===== config.mk =====
export PLATFORM = sky130hd
export DESIGN_NAME = tp_probe_bank
export DESIGN_NICKNAME = d
export VERILOG_FILES = /design/src/rtl/tp_pkg.sv /design/src/rtl/tp_stretch.sv /design/src/rtl/tp_probe_bank.sv
export SDC_FILE = /design/constraint.sdc
export NUM_CORES = 1
export LEC_CHECK = 0
export CAP_MARGIN = 5
export CELL_PAD_IN_SITES_DETAIL_PLACEMENT = 1
export CELL_PAD_IN_SITES_GLOBAL_PLACEMENT = 1
export CORE_MARGIN = 2
export CORE_UTILIZATION = 40
export DETAILED_ROUTE_END_ITERATION = 10
export GPL_ROUTABILITY_DRIVEN = 1
export PLACE_DENSITY_LB_ADDON = 0.1
export SETUP_SLACK_MARGIN = 0.05
export SLEW_MARGIN = 20
export SYNTH_ARGS = -nofsm -noshare
export SYNTH_HDL_FRONTEND = slang
export SYNTH_SLANG_ARGS = --single-unit

===== constraint.sdc =====
create_clock -name CLK -period 7.4 [get_ports CLK]
set_input_delay 1.11 -clock CLK [delete_from_list [all_inputs] [get_ports CLK]]
set_output_delay 1.11 -clock CLK [all_outputs]
set_load 0.01 [all_outputs]

===== src/rtl/tp_pkg.sv =====
// Shared types and default sizing for the test-point probe bank.
// Pure declarations: no latency, no flow control.
package tp_pkg;

    typedef enum logic {
        TP_RUN   = 1'b0,
        TP_BLANK = 1'b1
    } tp_state_e;

    localparam int TP_WIDTH_DEF     = 16;
    localparam int TP_NGRP_DEF      = 4;
    localparam int TP_STRETCH_DEF   = 8;
    localparam int TP_BLANK_CYC_DEF = 4;
    localparam int TP_HOLDOFF_DEF   = 1024;

    // $clog2 that never yields a zero-width vector.
    function automatic int clog2_min1(input int n);
        return (n <= 2) ? 1 : $clog2(n);
    endfunction

endpackage


===== src/rtl/tp_stretch.sv =====
// One-bit pulse stretcher: a rising edge on din holds dout high for STRETCH more cycles.
// Latency: combinational din -> dout; no backpressure, clr zeroes the counter.
module tp_stretch
    import tp_pkg::*;
#(
    parameter int STRETCH = TP_STRETCH_DEF
) (
    input  logic clk,
    input  logic rst,
    input  logic ena,
    input  logic clr,
    input  logic din,
    output logic dout
);

    localparam int CW = clog2_min1(STRETCH + 1);

    logic          prev_q, prev_d;
    logic [CW-1:0] cnt_q, cnt_d;

    always_comb begin
        prev_d = din;
        cnt_d  = cnt_q;
        if (clr || !ena) begin
            cnt_d = '0;
        end else if (din && !prev_q) begin
            // Retrigger: a fresh edge always reloads the full length.
            cnt_d = CW'(STRETCH);
        end else if (cnt_q != '0) begin
            cnt_d = cnt_q - CW'(1);
        end
        dout = din | (ena && (cnt_q != '0));
    end

    always_ff @(posedge clk or posedge rst) begin
        if (rst) begin
            prev_q <= 1'b0;
            cnt_q  <= '0;
        end else begin
            prev_q <= prev_d;
            cnt_q  <= cnt_d;
        end
    end

endmodule


===== src/rtl/tp_probe_bank.sv =====
// Test-point driver: muxes one of NGRP probe groups to TP pins with stretch, blanking and optional trigger (TP_TRIG_EN).
// Latency: PROBE -> TP_OUT 2 CLK; SCOPE_SYNC aligned with TP_OUT; select/dir writes take effect next CLK.
// Backpressure: none, outputs free-run every cycle; TP_OUT forced to zero while blanking.
module tp_probe_bank
    import tp_pkg::*;
#(
    parameter int               WIDTH     = TP_WIDTH_DEF,
    parameter int               NGRP      = TP_NGRP_DEF,
    parameter int               STRETCH   = TP_STRETCH_DEF,
    parameter int               BLANK_CYC = TP_BLANK_CYC_DEF,
    parameter int               HOLDOFF   = TP_HOLDOFF_DEF,
    parameter logic [WIDTH-1:0] DIR_RST   = '0
) (
    input  logic                         CLK,
    input  logic                         RST,
    input  logic [NGRP*WIDTH-1:0]        PROBE,
    input  logic                         SEL_WE,
    input  logic [clog2_min1(NGRP)-1:0]  SEL_DATA,
    input  logic                         DIR_WE,
    input  logic [WIDTH-1:0]             DIR_DATA,
    input  logic [WIDTH-1:0]             STRETCH_ENA,
    input  logic [WIDTH-1:0]             TRIG_MASK,
    input  logic [WIDTH-1:0]             TRIG_VAL,
    output logic [WIDTH-1:0]             TP_OUT,
    output logic [WIDTH-1:0]             TP_DIR,
    output logic [clog2_min1(NGRP)-1:0]  SEL_CUR,
    output logic                         BLANKING,
    output logic                         SCOPE_SYNC
);

    localparam int SW = clog2_min1(NGRP);
    localparam int BW = clog2_min1(BLANK_CYC + 1);

    tp_state_e        state_q, state_d;
    logic [SW-1:0]    sel_q, sel_d;
    logic [BW-1:0]    blank_q, blank_d;
    logic [WIDTH-1:0] dir_q, dir_d;
    logic [WIDTH-1:0] stage1_q, stage1_d;
    logic [WIDTH-1:0] out_q, out_d;
    logic [WIDTH-1:0] grp, stretched;
    logic             sel_ok, stretch_clr;

    always_comb begin
        grp = '0;
        for (int g = 0; g < NGRP; g++) begin
            if (sel_q == SW'(g)) grp = PROBE[g*WIDTH +: WIDTH];
        end
    end

    always_comb begin
        sel_ok  = SEL_WE && (int'(SEL_DATA) < NGRP) && (SEL_DATA != sel_q);
        state_d = state_q;
        sel_d   = sel_q;
        blank_d = blank_q;
        if (sel_ok) begin
            // Also restarts the blank window when already blanking.
            sel_d   = SEL_DATA;
            state_d = TP_BLANK;
            blank_d = BW'(BLANK_CYC);
        end else if (state_q == TP_BLANK) begin
            if (blank_q <= BW'(1)) begin
                state_d = TP_RUN;
                blank_d = '0;
            end else begin
                blank_d = blank_q - BW'(1);
            end
        end
        dir_d       = DIR_WE ? DIR_DATA : dir_q;
        stage1_d    = grp;
        stretch_clr = (state_d == TP_BLANK);
        out_d       = (state_d == TP_BLANK) ? '0 : stretched;
    end

    for (genvar i = 0; i < WIDTH; i++) begin : g_str
        tp_stretch #(.STRETCH(STRETCH)) u_str (
            .clk  (CLK),
            .rst  (RST),
            .ena  (STRETCH_ENA[i]),
            .clr  (stretch_clr),
            .din  (stage1_q[i]),
            .dout (stretched[i])
        );
    end

    always_ff @(posedge CLK or posedge RST) begin
        if (RST) begin
            state_q  <= TP_RUN;
            sel_q    <= '0;
            blank_q  <= '0;
            dir_q    <= DIR_RST;
            stage1_q <= '0;
            out_q    <= '0;
        end else begin
            state_q  <= state_d;
            sel_q    <= sel_d;
            blank_q  <= blank_d;
            dir_q    <= dir_d;
            stage1_q <= stage1_d;
            out_q    <= out_d;
        end
    end

    assign TP_OUT   = out_q;
    assign TP_DIR   = dir_q;
    assign SEL_CUR  = sel_q;
    assign BLANKING = (state_q == TP_BLANK);

`ifdef TP_TRIG_EN
    localparam int HW = clog2_min1(HOLDOFF + 1);

    logic          match;
    logic          hist_q, hist_d;
    logic          sync_q, sync_d;
    logic [HW-1:0] hold_q, hold_d;

    // Evaluated on stage 1 and registered, so the pulse lines up with TP_OUT.
    always_comb begin
        match  = (((stage1_q ^ TRIG_VAL) & TRIG_MASK) == '0) && (TRIG_MASK != '0);
        sync_d = match && !hist_q && (state_d == TP_RUN) && (hold_q == '0);
        hist_d = (state_d == TP_BLANK) ? 1'b0 : match;
        hold_d = hold_q;
        if (sync_d) begin
            hold_d = HW'(HOLDOFF);
        end else if (hold_q != '0) begin
            hold_d = hold_q - HW'(1);
        end
    end

    always_ff @(posedge CLK or posedge RST) begin
        if (RST) begin
            hist_q <= 1'b0;
            sync_q <= 1'b0;
            hold_q <= '0;
        end else begin
            hist_q <= hist_d;
            sync_q <= sync_d;
            hold_q <= hold_d;
        end
    end

    assign SCOPE_SYNC = sync_q;
`else
    logic unused_trig;
    assign unused_trig = ^{TRIG_MASK, TRIG_VAL, 32'(HOLDOFF)};
    assign SCOPE_SYNC  = 1'b0;
`endif

endmodule


==> results of run 1 <==
==> final timing paths <==
check,endpoint,slack (ns)
setup reg to reg,g_str[7].u_str.cnt_q[3],4.67
hold reg to reg,g_str[11].u_str.prev_q,0.40
hold / removal,g_str[11].u_str.prev_q,0.40
setup / recovery,SEL_CUR[1],4.16
min in group asynchronous,TP_DIR[15],1.15
max in group asynchronous,g_str[12].u_str.cnt_q[0],4.94
==> cells in the mapped netlist, types with 4 or more instances <==
cell / instances / area (µm²)
buf_1: 7 / 26.3
xor2_1: 15 / 131
or4_1: 15 / 113
nor4b_1: 6 / 52.6
a21oi_1: 17 / 85.1
mux4_2: 16 / 360
inv_1: 36 / 135
dfrtp_1: 134 / 3350
nand2_1: 33 / 124
nor4b_2: 10 / 150
nand2b_1: 18 / 113
mux2_2: 20 / 225
clkbuf_1: 11 / 41.3
buf_4: 4 / 30.0
nor3b_1: 4 / 30.0
nor4_1: 30 / 188
or3b_1: 13 / 114
and4bb_2: 13 / 163
buf_2: 11 / 55.1
o31ai_1: 15 / 113
o211ai_1: 15 / 113
buf_6: 6 / 67.6
ha_1: 18 / 225
mux2i_1: 16 / 160
nor3_1: 16 / 80.1
xnor2_1: 18 / 158
==> per-stage QoR <==
step / total power [W] / hold slack, ns / std cells / setup slack [ns] / utilization, %
after global placement: 0.00150 / 0.381 / 852 / 4.26 / 50.3
after detailed placement: 0.00153 / 0.387 / 852 / 4.21 / 50.3
after global routing: 0.00257 / 0.417 / 884 / 4.08 / 54.3
final: 0.00243 / 0.396 / 884 / 4.16 / 54.3
after CTS: 0.00247 / 0.399 / 884 / 4.11 / 54.3
after floorplan: 0.00132 / 0.369 / 535 / 2.71 / -
==> state kept, by name, indices dropped and copies added (netlist names) <==
register / cells
g_str.u_str.prev_q: 16
stage1_q: 16
g_str.u_str.cnt_q: 64
TP_DIR: 16
BLANKING: 1
TP_OUT: 16
SEL_CUR: 2
blank_q: 3
==> final cells by class <==
class                   instances  area share (%)
clock buffers                  24            5.79
clock inverters                 8            1.65
inverters                      36            1.62
multi-input cells             326            33.0
flip-flops and latches        134            38.7
well taps                     216            3.12
repair buffers                140            16.1
==> cell families after synthesis <==
kind of cell | count (synthesis) | share of synthesized area [%]
AO/OA/AOI/OAI | 55 | 5.78
XOR/XNOR | 33 | 4.41
adder cells (fa/ha/maj) | 18 | 3.43
buffers and inverters | 75 | 5.42
flip-flops | 134 | 51.1
multiplexers | 52 | 11.4
other | 1 | 0.0572
AND/OR/NAND/NOR | 167 | 18.4
==> layer usage <==
| metal | global-route usage, % | wire length [µm] | up-vias |
|---|---|---|---|
| li1 | - | - | 2186 |
| met3 | 6.07 | 760 | 22 |
| met1 | 22.5 | 6550 | 2397 |
| met2 | 32.8 | 7920 | 104 |
| met4 | 6.70 | 271 | 0 |
| met5 | 0 | 0 | - |
==> where the power goes <==
group / total (W) / internal, W / switching [W]
Clock: 0.000922 / 0.000607 / 0.000315
Combinational: 0.000625 / 0.000300 / 0.000325
Sequential: 0.000887 / 0.000826 / 0.0000615
Total: 0.00243 / 0.00173 / 0.000701
==> impl_metrics.env, run 1 <==
export IMPL_status="complete, no violations"
export IMPL_die_h_um=132
export IMPL_peakVddDrop_mv=0.174
export IMPL_finalCritPeriodShare_pct=43.8
export IMPL_cp_num_buf_inv=1
export IMPL_worstPathArrival_ns=2.13
export IMPL_setup_violations_final=0
export IMPL_grt_max_degree=85
export IMPL_route_detailed_drc=0
export IMPL_crit_fanout=19
export IMPL_drt_vias_per_instance=5.33
export IMPL_placed_cell_area_um2=8010
export IMPL_synth_area_um2=6560
export IMPL_powerDensity_nw_per_um2=281
export IMPL_leakage_nw=3.66
export IMPL_critical_path_max_stage_delay_ns=1.02
export IMPL_yosysWarnings=0
export IMPL_yosysSeqAreaShare_pct=51.1
export IMPL_final_cell_mix="clkdlybuf4s50_1, dfrtp_1, inv_1"
export IMPL_post_cts_resized=0
export IMPL_drtIter0Drc=241
export IMPL_crit_type="register to primary output"
export IMPL_finalCriticalPeriod_ns=3.24
export IMPL_fin_area_um2=8660
export IMPL_syn_inst=535
export IMPL_cts_max_level=4
export IMPL_insertion_delay_ns=0.42
export IMPL_hold_depth=0
export IMPL_cp_num_cells=1
export IMPL_rr_startpoint="SEL_CUR[1]"
export IMPL_place_gp_congestion=0.743
export IMPL_track_usage_pct=19.1
export IMPL_pin_count=170
export IMPL_wl_mm=15.5
export IMPL_fp_dieArea_um2=17400
export IMPL_grt_pass1_vias=5477
export IMPL_endpoint_kind="primary output"
export IMPL_wire_per_inst_um=17.5
export IMPL_crit_start="SEL_CUR[1]"
export IMPL_drive_gt1_share_pct=15.3
export IMPL_yosys_cell_types_count=41
export IMPL_num_antenna_cells=0
export IMPL_tns_ns=0
export IMPL_cp_start_kind="register"
export IMPL_hpwlAfterDp_mm=10.4
export IMPL_cp_cell_sequence="clkdlybuf4s50_1"
export IMPL_holdCritPathClass="register to register"
export IMPL_rsz0062_at_grt="false"
export IMPL_relSlewSlack_pct=31.9
export IMPL_skew_ns=0.00568
export IMPL_cpMaxStageDelayCell="dfrtp_1"
export IMPL_layout_commonest_cell="clkdlybuf4s50_1"
export IMPL_nets=807
export IMPL_drt_pass1_iterations=4
export IMPL_required_ns=6.29
export IMPL_syn_num_nets=687
export IMPL_multi_input_area_um2=2860
export IMPL_syn_avg_cell_area_um2=12.3
export IMPL_seq_area_um2=3350
export IMPL_cp_top_family="flip-flops"
export IMPL_synth_edf_count=0
export IMPL_drv_slew=0
export IMPL_hold_violations=0
export IMPL_start_util_pct=41.1
export IMPL_hold_path_startpoint="stage1_q[11]"
export IMPL_cts_tree="built"
export IMPL_clock_sinks=134
export IMPL_core_area_um2=15900
export IMPL_fp_dieW_um=132
export IMPL_ctsHoldBuffers=0
export IMPL_clockBufferDepth=2
export IMPL_grt_pass1_wl_mm=26.7
export IMPL_antenna_found_initial=0
export IMPL_root_buffer="clkbuf_16"
export IMPL_ys_async_sr_fraction_pct=100
export IMPL_synth_seq_cells=134
export IMPL_area_growth_pct=32.0
export IMPL_max_freq_ghz=0.308
export IMPL_maxCapViolCount=0
export IMPL_ff2ff_path_depth=4
export IMPL_postCtsSetupRepairBufs=0
export IMPL_ant_nets=0
export IMPL_numPortBuffers=136
export IMPL_cts_buffers=17
export IMPL_fp_row_count=46
export IMPL_via_count=4709
export IMPL_yosys_most_used_dff="dfrtp_1"
export IMPL_clkTransAtPathRegs_ns=0.06
export IMPL_worst_pin_slew_ns=1.02
export IMPL_fill_cells=1642
export IMPL_grt_overflow=0
No activity file was read; power rests on OpenSTA's default activity.
==> run 2, diff against run 1 <==
- CORE_UTILIZATION: 40 -> 35
- clock period: 7.4 -> 2.72 ns (I/O delays scaled with it)
==> impl_metrics.env, run 2 (synthesis gave the netlist of run 1 again) <==
export IMPL_rsz0062_at_grt="false"
export IMPL_grt_pass1_vias=5334
export IMPL_finalCriticalPeriod_ns=2.15
export IMPL_setup_violations_final=0
export IMPL_finalCritPeriodShare_pct=79.1
export IMPL_drive_gt1_share_pct=15.4
export IMPL_fp_dieW_um=141
export IMPL_clockBufferDepth=2
export IMPL_met1_length_mm=6.37
export IMPL_cts_tree="built"
export IMPL_skew_ns=0.00845
export IMPL_drt_pass1_iterations=4
export IMPL_cp_top_family="flip-flops"
export IMPL_wire_per_inst_um=16.7
export IMPL_drv_slew=0
export IMPL_insertion_delay_ns=0.42
export IMPL_required_ns=2.31
export IMPL_drtIter0Drc=151
export IMPL_nets=810
export IMPL_cp_start_kind="register"
export IMPL_crit_fanout=11
export IMPL_pin_count=170
export IMPL_numPortBuffers=136
export IMPL_top_layer_used="met4"
export IMPL_layout_commonest_cell="clkdlybuf4s50_1"
export IMPL_route_detailed_drc=0
export IMPL_wl_met2_mm=7.92
export IMPL_peakVddDrop_mv=0.550
export IMPL_tns_ns=0
export IMPL_worstPathArrival_ns=1.74
export IMPL_post_cts_resized=0
export IMPL_wl_met3_um=576
export IMPL_drt_vias_per_instance=5.19
export IMPL_area_growth_pct=32.1
export IMPL_hold_violations=0
export IMPL_cp_num_buf_inv=1
export IMPL_root_buffer="clkbuf_16"
export IMPL_leakage_nw=3.65
export IMPL_track_usage_pct=16.1
export IMPL_wl_mm=15.1
export IMPL_cts_max_level=4
export IMPL_crit_type="register to primary output"
export IMPL_cp_cell_sequence="clkdlybuf4s50_1"
export IMPL_start_util_pct=35.4
export IMPL_endpoint_kind="primary output"
export IMPL_grt_pass1_wl_mm=25.7
export IMPL_powerDensity_nw_per_um2=731
export IMPL_max_freq_ghz=0.465
export IMPL_ant_nets=0
export IMPL_postCtsSetupRepairBufs=0
export IMPL_clock_sinks=134
export IMPL_fp_dieArea_um2=19900
export IMPL_status="complete, no violations"
export IMPL_hpwlAfterDp_mm=10.4
export IMPL_relSlewSlack_pct=53.3
export IMPL_ctsHoldBuffers=0
export IMPL_maxCapViolCount=0
export IMPL_cts_buffers=17
export IMPL_critical_path_max_stage_delay_ns=0.68
export IMPL_core_area_um2=18500
export IMPL_num_antenna_cells=0
export IMPL_top_register="g_str.u_str.cnt_q"
export IMPL_grt_overflow=0
export IMPL_final_cell_mix="clkdlybuf4s50_1, dfrtp_1, inv_1"
export IMPL_fp_row_count=50
export IMPL_holdCritPathClass="register to register"
export IMPL_hold_slack_ns=0.403
export IMPL_die_h_um=141
export IMPL_cpMaxStageDelayCell="dfrtp_1"
export IMPL_fill_cells=1928
export IMPL_largest_register_ffs=64
export IMPL_worst_pin_slew_ns=0.698
export IMPL_antenna_found_initial=0
export IMPL_place_gp_congestion=0.756
export IMPL_clkTransAtPathRegs_ns=0.06
export IMPL_grt_max_degree=85
export IMPL_via_count=4694
==> run 2: changes by cell type in the layout (fill, tap and decap cells not counted) <==
cell        change
buf_4           -1
clkbuf_8        -4
clkinv_4        +1
clkinvlp_4      +1
inv_6           -1
buf_12          +4
clkinv_2        +3
clkbuf_1        +1
bufinv_16       -2
==> run 2: path summary, 6_finish.rpt <==
check / depth (start not counted) / end / slack, ns / startpoint
max reg2reg: 4 / g_str[8].u_str.cnt_q[3] / 0.80 / SEL_CUR[1]
min: 0 / g_str[10].u_str.prev_q / 0.40 / stage1_q[10]
max: 1 / SEL_CUR[1] / 0.57 / SEL_CUR[1]
min in group asynchronous: 3 / TP_OUT[5] / 0.45 / RST
min reg2reg: 0 / g_str[10].u_str.prev_q / 0.40 / stage1_q[10]
max in group asynchronous: 3 / g_str[10].u_str.cnt_q[1] / 1.87 / RST
==> run 2: stage by stage <==
| step | power [W] | setup WS, ns | instances | util, % | area [µm²] |
|---|---|---|---|---|---|
| 5_1_grt | 0.00672 | 0.446 | 904 | 46.8 | 8660 |
| 3_5_place_dp | 0.00422 | 0.667 | 873 | 43.8 | 8110 |
| 3_3_place_gp | 0.00415 | 0.697 | 873 | 43.8 | 8110 |
| 6_report | 0.00633 | 0.568 | 904 | 46.8 | 8660 |
| 2_1_floorplan | 0.00359 | 0.647 | 535 | - | 6560 |
| 4_1_cts | 0.00645 | 0.526 | 904 | 46.8 | 8660 |
==> run 2: per-layer routing <==
metal | GRT usage, % | up-vias
li1 | - | 2193
met1 | 19.0 | 2389
met2 | 28.6 | 92
met3 | 3.91 | 20
met4 | 6.00 | 0
met5 | 0 | -
==> run 2: final cells by class <==
cell class	instances	area, µm²	area share (%)
sequential	134	3350	38.7
multi-input combinational	326	2860	33.0
timing repair buffer	143	1460	16.9
clock buffer	21	450	5.20
tap	234	293	3.38
inverter	36	139	1.60
clock inverter	10	106	1.23
==> run 2: power breakdown <==
part	switching (W)	internal [W]
logic	0.000899	0.000859
registers	0.000152	0.00225
clock network	0.000818	0.00136
==> run 3, diff against run 2 <==
- clock period: 2.72 -> 1.9 ns (I/O delays scaled with it)
==> impl_metrics.env, run 3 (synthesis gave the netlist of run 1 again) <==
export IMPL_status="complete, no violations"
export IMPL_grt_overflow=0
export IMPL_required_ns=1.62
export IMPL_drv_slew=0
export IMPL_finalCriticalPeriod_ns=1.78
export IMPL_largest_register_ffs=64
export IMPL_ctsHoldBuffers=0
export IMPL_place_gp_congestion=0.763
export IMPL_crit_start="SEL_CUR[1]"
export IMPL_cts_buffers=17
export IMPL_clkTransAtPathRegs_ns=0.06
export IMPL_pin_count=170
export IMPL_clock_sinks=134
export IMPL_peakVddDrop_mv=0.584
export IMPL_combPwrFrac_pct=27.9
export IMPL_grt_max_degree=54
export IMPL_top_register="g_str.u_str.cnt_q"
export IMPL_netSwitchingPower_w=0.00278
export IMPL_fp_dieW_um=141
export IMPL_p_int_w=0.00683
export IMPL_cp_start_kind="register"
export IMPL_clockBufferDepth=2
export IMPL_busiest_layer="met2"
export IMPL_fp_dieArea_um2=19900
export IMPL_endpoint_kind="primary output"
export IMPL_swShare_pct=28.9
export IMPL_wire_per_inst_um=17.0
export IMPL_preCtsSetupSlack_ns=0.0771
export IMPL_area_growth_pct=35.7
export IMPL_insertion_delay_ns=0.42
export IMPL_numPortBuffers=136
export IMPL_hpwlAfterDp_mm=11.1
export IMPL_route_detailed_drc=0
export IMPL_grt_pass1_vias=5292
export IMPL_power_frac_clock_pct=36.5
export IMPL_drt_vias_per_instance=5.12
export IMPL_powerDensity_nw_per_um2=1080
export IMPL_track_usage_pct=16.6
export IMPL_max_freq_ghz=0.561
export IMPL_tns_ns=0
export IMPL_fp_row_count=50
export IMPL_use_met2_pct=30.2
export IMPL_crit_type="register to primary output"
export IMPL_grt_pass1_wl_mm=26.2
export IMPL_multi_input_area_um2=2890
export IMPL_drt_pass1_iterations=4
export IMPL_setup_violations_final=0
export IMPL_seqPwrFrac_pct=35.7
export IMPL_drtIter0Drc=140
export IMPL_worstPathArrival_ns=1.50
export IMPL_drive_gt1_share_pct=17.7
export IMPL_leakage_nw=3.75
export IMPL_seq_area_um2=3350
export IMPL_antenna_found_initial=0
export IMPL_crit_fanout=9
export IMPL_die_h_um=141
export IMPL_finalCritPeriodShare_pct=93.9
export IMPL_met1_usage_pct=19.0
export IMPL_fin_ws_ns=0.116
export IMPL_hold_slack_ns=0.191
export IMPL_rsz0062_at_grt="true"
export IMPL_root_buffer="clkbuf_16"
export IMPL_use_met3_pct=4.28
export IMPL_holdCritPathClass="input port to asynchronous set/reset pin"
export IMPL_p_total_w=0.00962
export IMPL_fill_cells=1909
export IMPL_hold_violations=0
export IMPL_wl_mm=15.5
export IMPL_start_util_pct=35.4
export IMPL_layout_commonest_cell="clkdlybuf4s50_1"
export IMPL_cts_tree="built"
export IMPL_place_inst=882
export IMPL_skew_ns=0.0119
export IMPL_maxCapViolCount=0
export IMPL_nets=821
export IMPL_cts_max_level=4
export IMPL_rr_startpoint="blank_q[1]"
export IMPL_ant_nets=0
export IMPL_via_count=4688
export IMPL_stdcell_count=916
export IMPL_core_area_um2=18500
export IMPL_num_antenna_cells=0
export IMPL_final_cell_mix="clkdlybuf4s50_1, dfrtp_1, inv_1"
==> run 3: cell types whose count changed in the layout (fill, tap and decap cells not counted), sizes merged <==
cell and change:
buf +11, bufinv +2, clkbuf -1, clkdlybuf4s50 -1, clkinv -1, clkinvlp +1, dlymetal6s2s +1
==> run 3: critical path, cell delays in order, from the launching register on <==
cell and delay (ns):
dfrtp_1 0.37, buf_6 0.16, clkdlybuf4s50_1 0.55
==> run 3: final timing paths <==
| check | endpoint | slack, ns | cells past startpoint |
|---|---|---|---|
| worst max-delay path | SEL_CUR[1] | 0.12 | 2 |
| worst min-delay path | g_str[4].u_str.cnt_q[3] | 0.19 | 2 |
| worst max register to register | g_str[10].u_str.cnt_q[3] | 0.16 | 6 |
| worst min register to register | g_str[4].u_str.prev_q | 0.40 | 0 |
| max in group asynchronous | g_str[0].u_str.cnt_q[0] | 1.19 | 3 |
| min in group CLK | g_str[4].u_str.prev_q | 0.40 | 0 |
==> run 3: metrics by stage <==
stage | area [µm²] | utilization (%)
detailed placement | 8200 | 44.3
global placement | 8200 | 44.3
global route | 8900 | 48.1
finish | 8900 | 48.1
floorplan | 6560 | -
CTS | 8860 | 47.8
==> run 3: power groups by stage <==
| stage | sequential [W] | combinational (W) | clock, W |
|---|---|---|---|
| finish | 0.00343 | 0.00268 | 0.00351 |
| global route | 0.00348 | 0.00294 | 0.00374 |
| CTS | 0.00343 | 0.00270 | 0.00362 |
| detailed placement | 0.00348 | 0.00268 | 0 |
| global placement | 0.00346 | 0.00259 | 0 |
| floorplan | 0.00351 | 0.00163 | 0 |
==> run 3: cell type report <==
class / instances / area share (%)
Timing Repair Buffer: 154 / 17.9
Tap cell: 234 / 3.29
Multi-Input combinational cell: 326 / 32.5
Sequential cell: 134 / 37.7
Inverter: 36 / 1.56
Clock inverter: 12 / 1.98
Clock buffer: 20 / 5.13
==> run 3: timing repair <==
action                                  in CTS  in global routing
buffers inserted                             2                  0
endpoints found under the setup margin       2                 26
gates resized for setup                      3                  8
==> run 3: routing by layer <==
layer	routed length (µm)	part of all wire (%)
met1	6630	43
met2	8170	53
met3	615	4.0
met4	128	0.82
met5	0	0
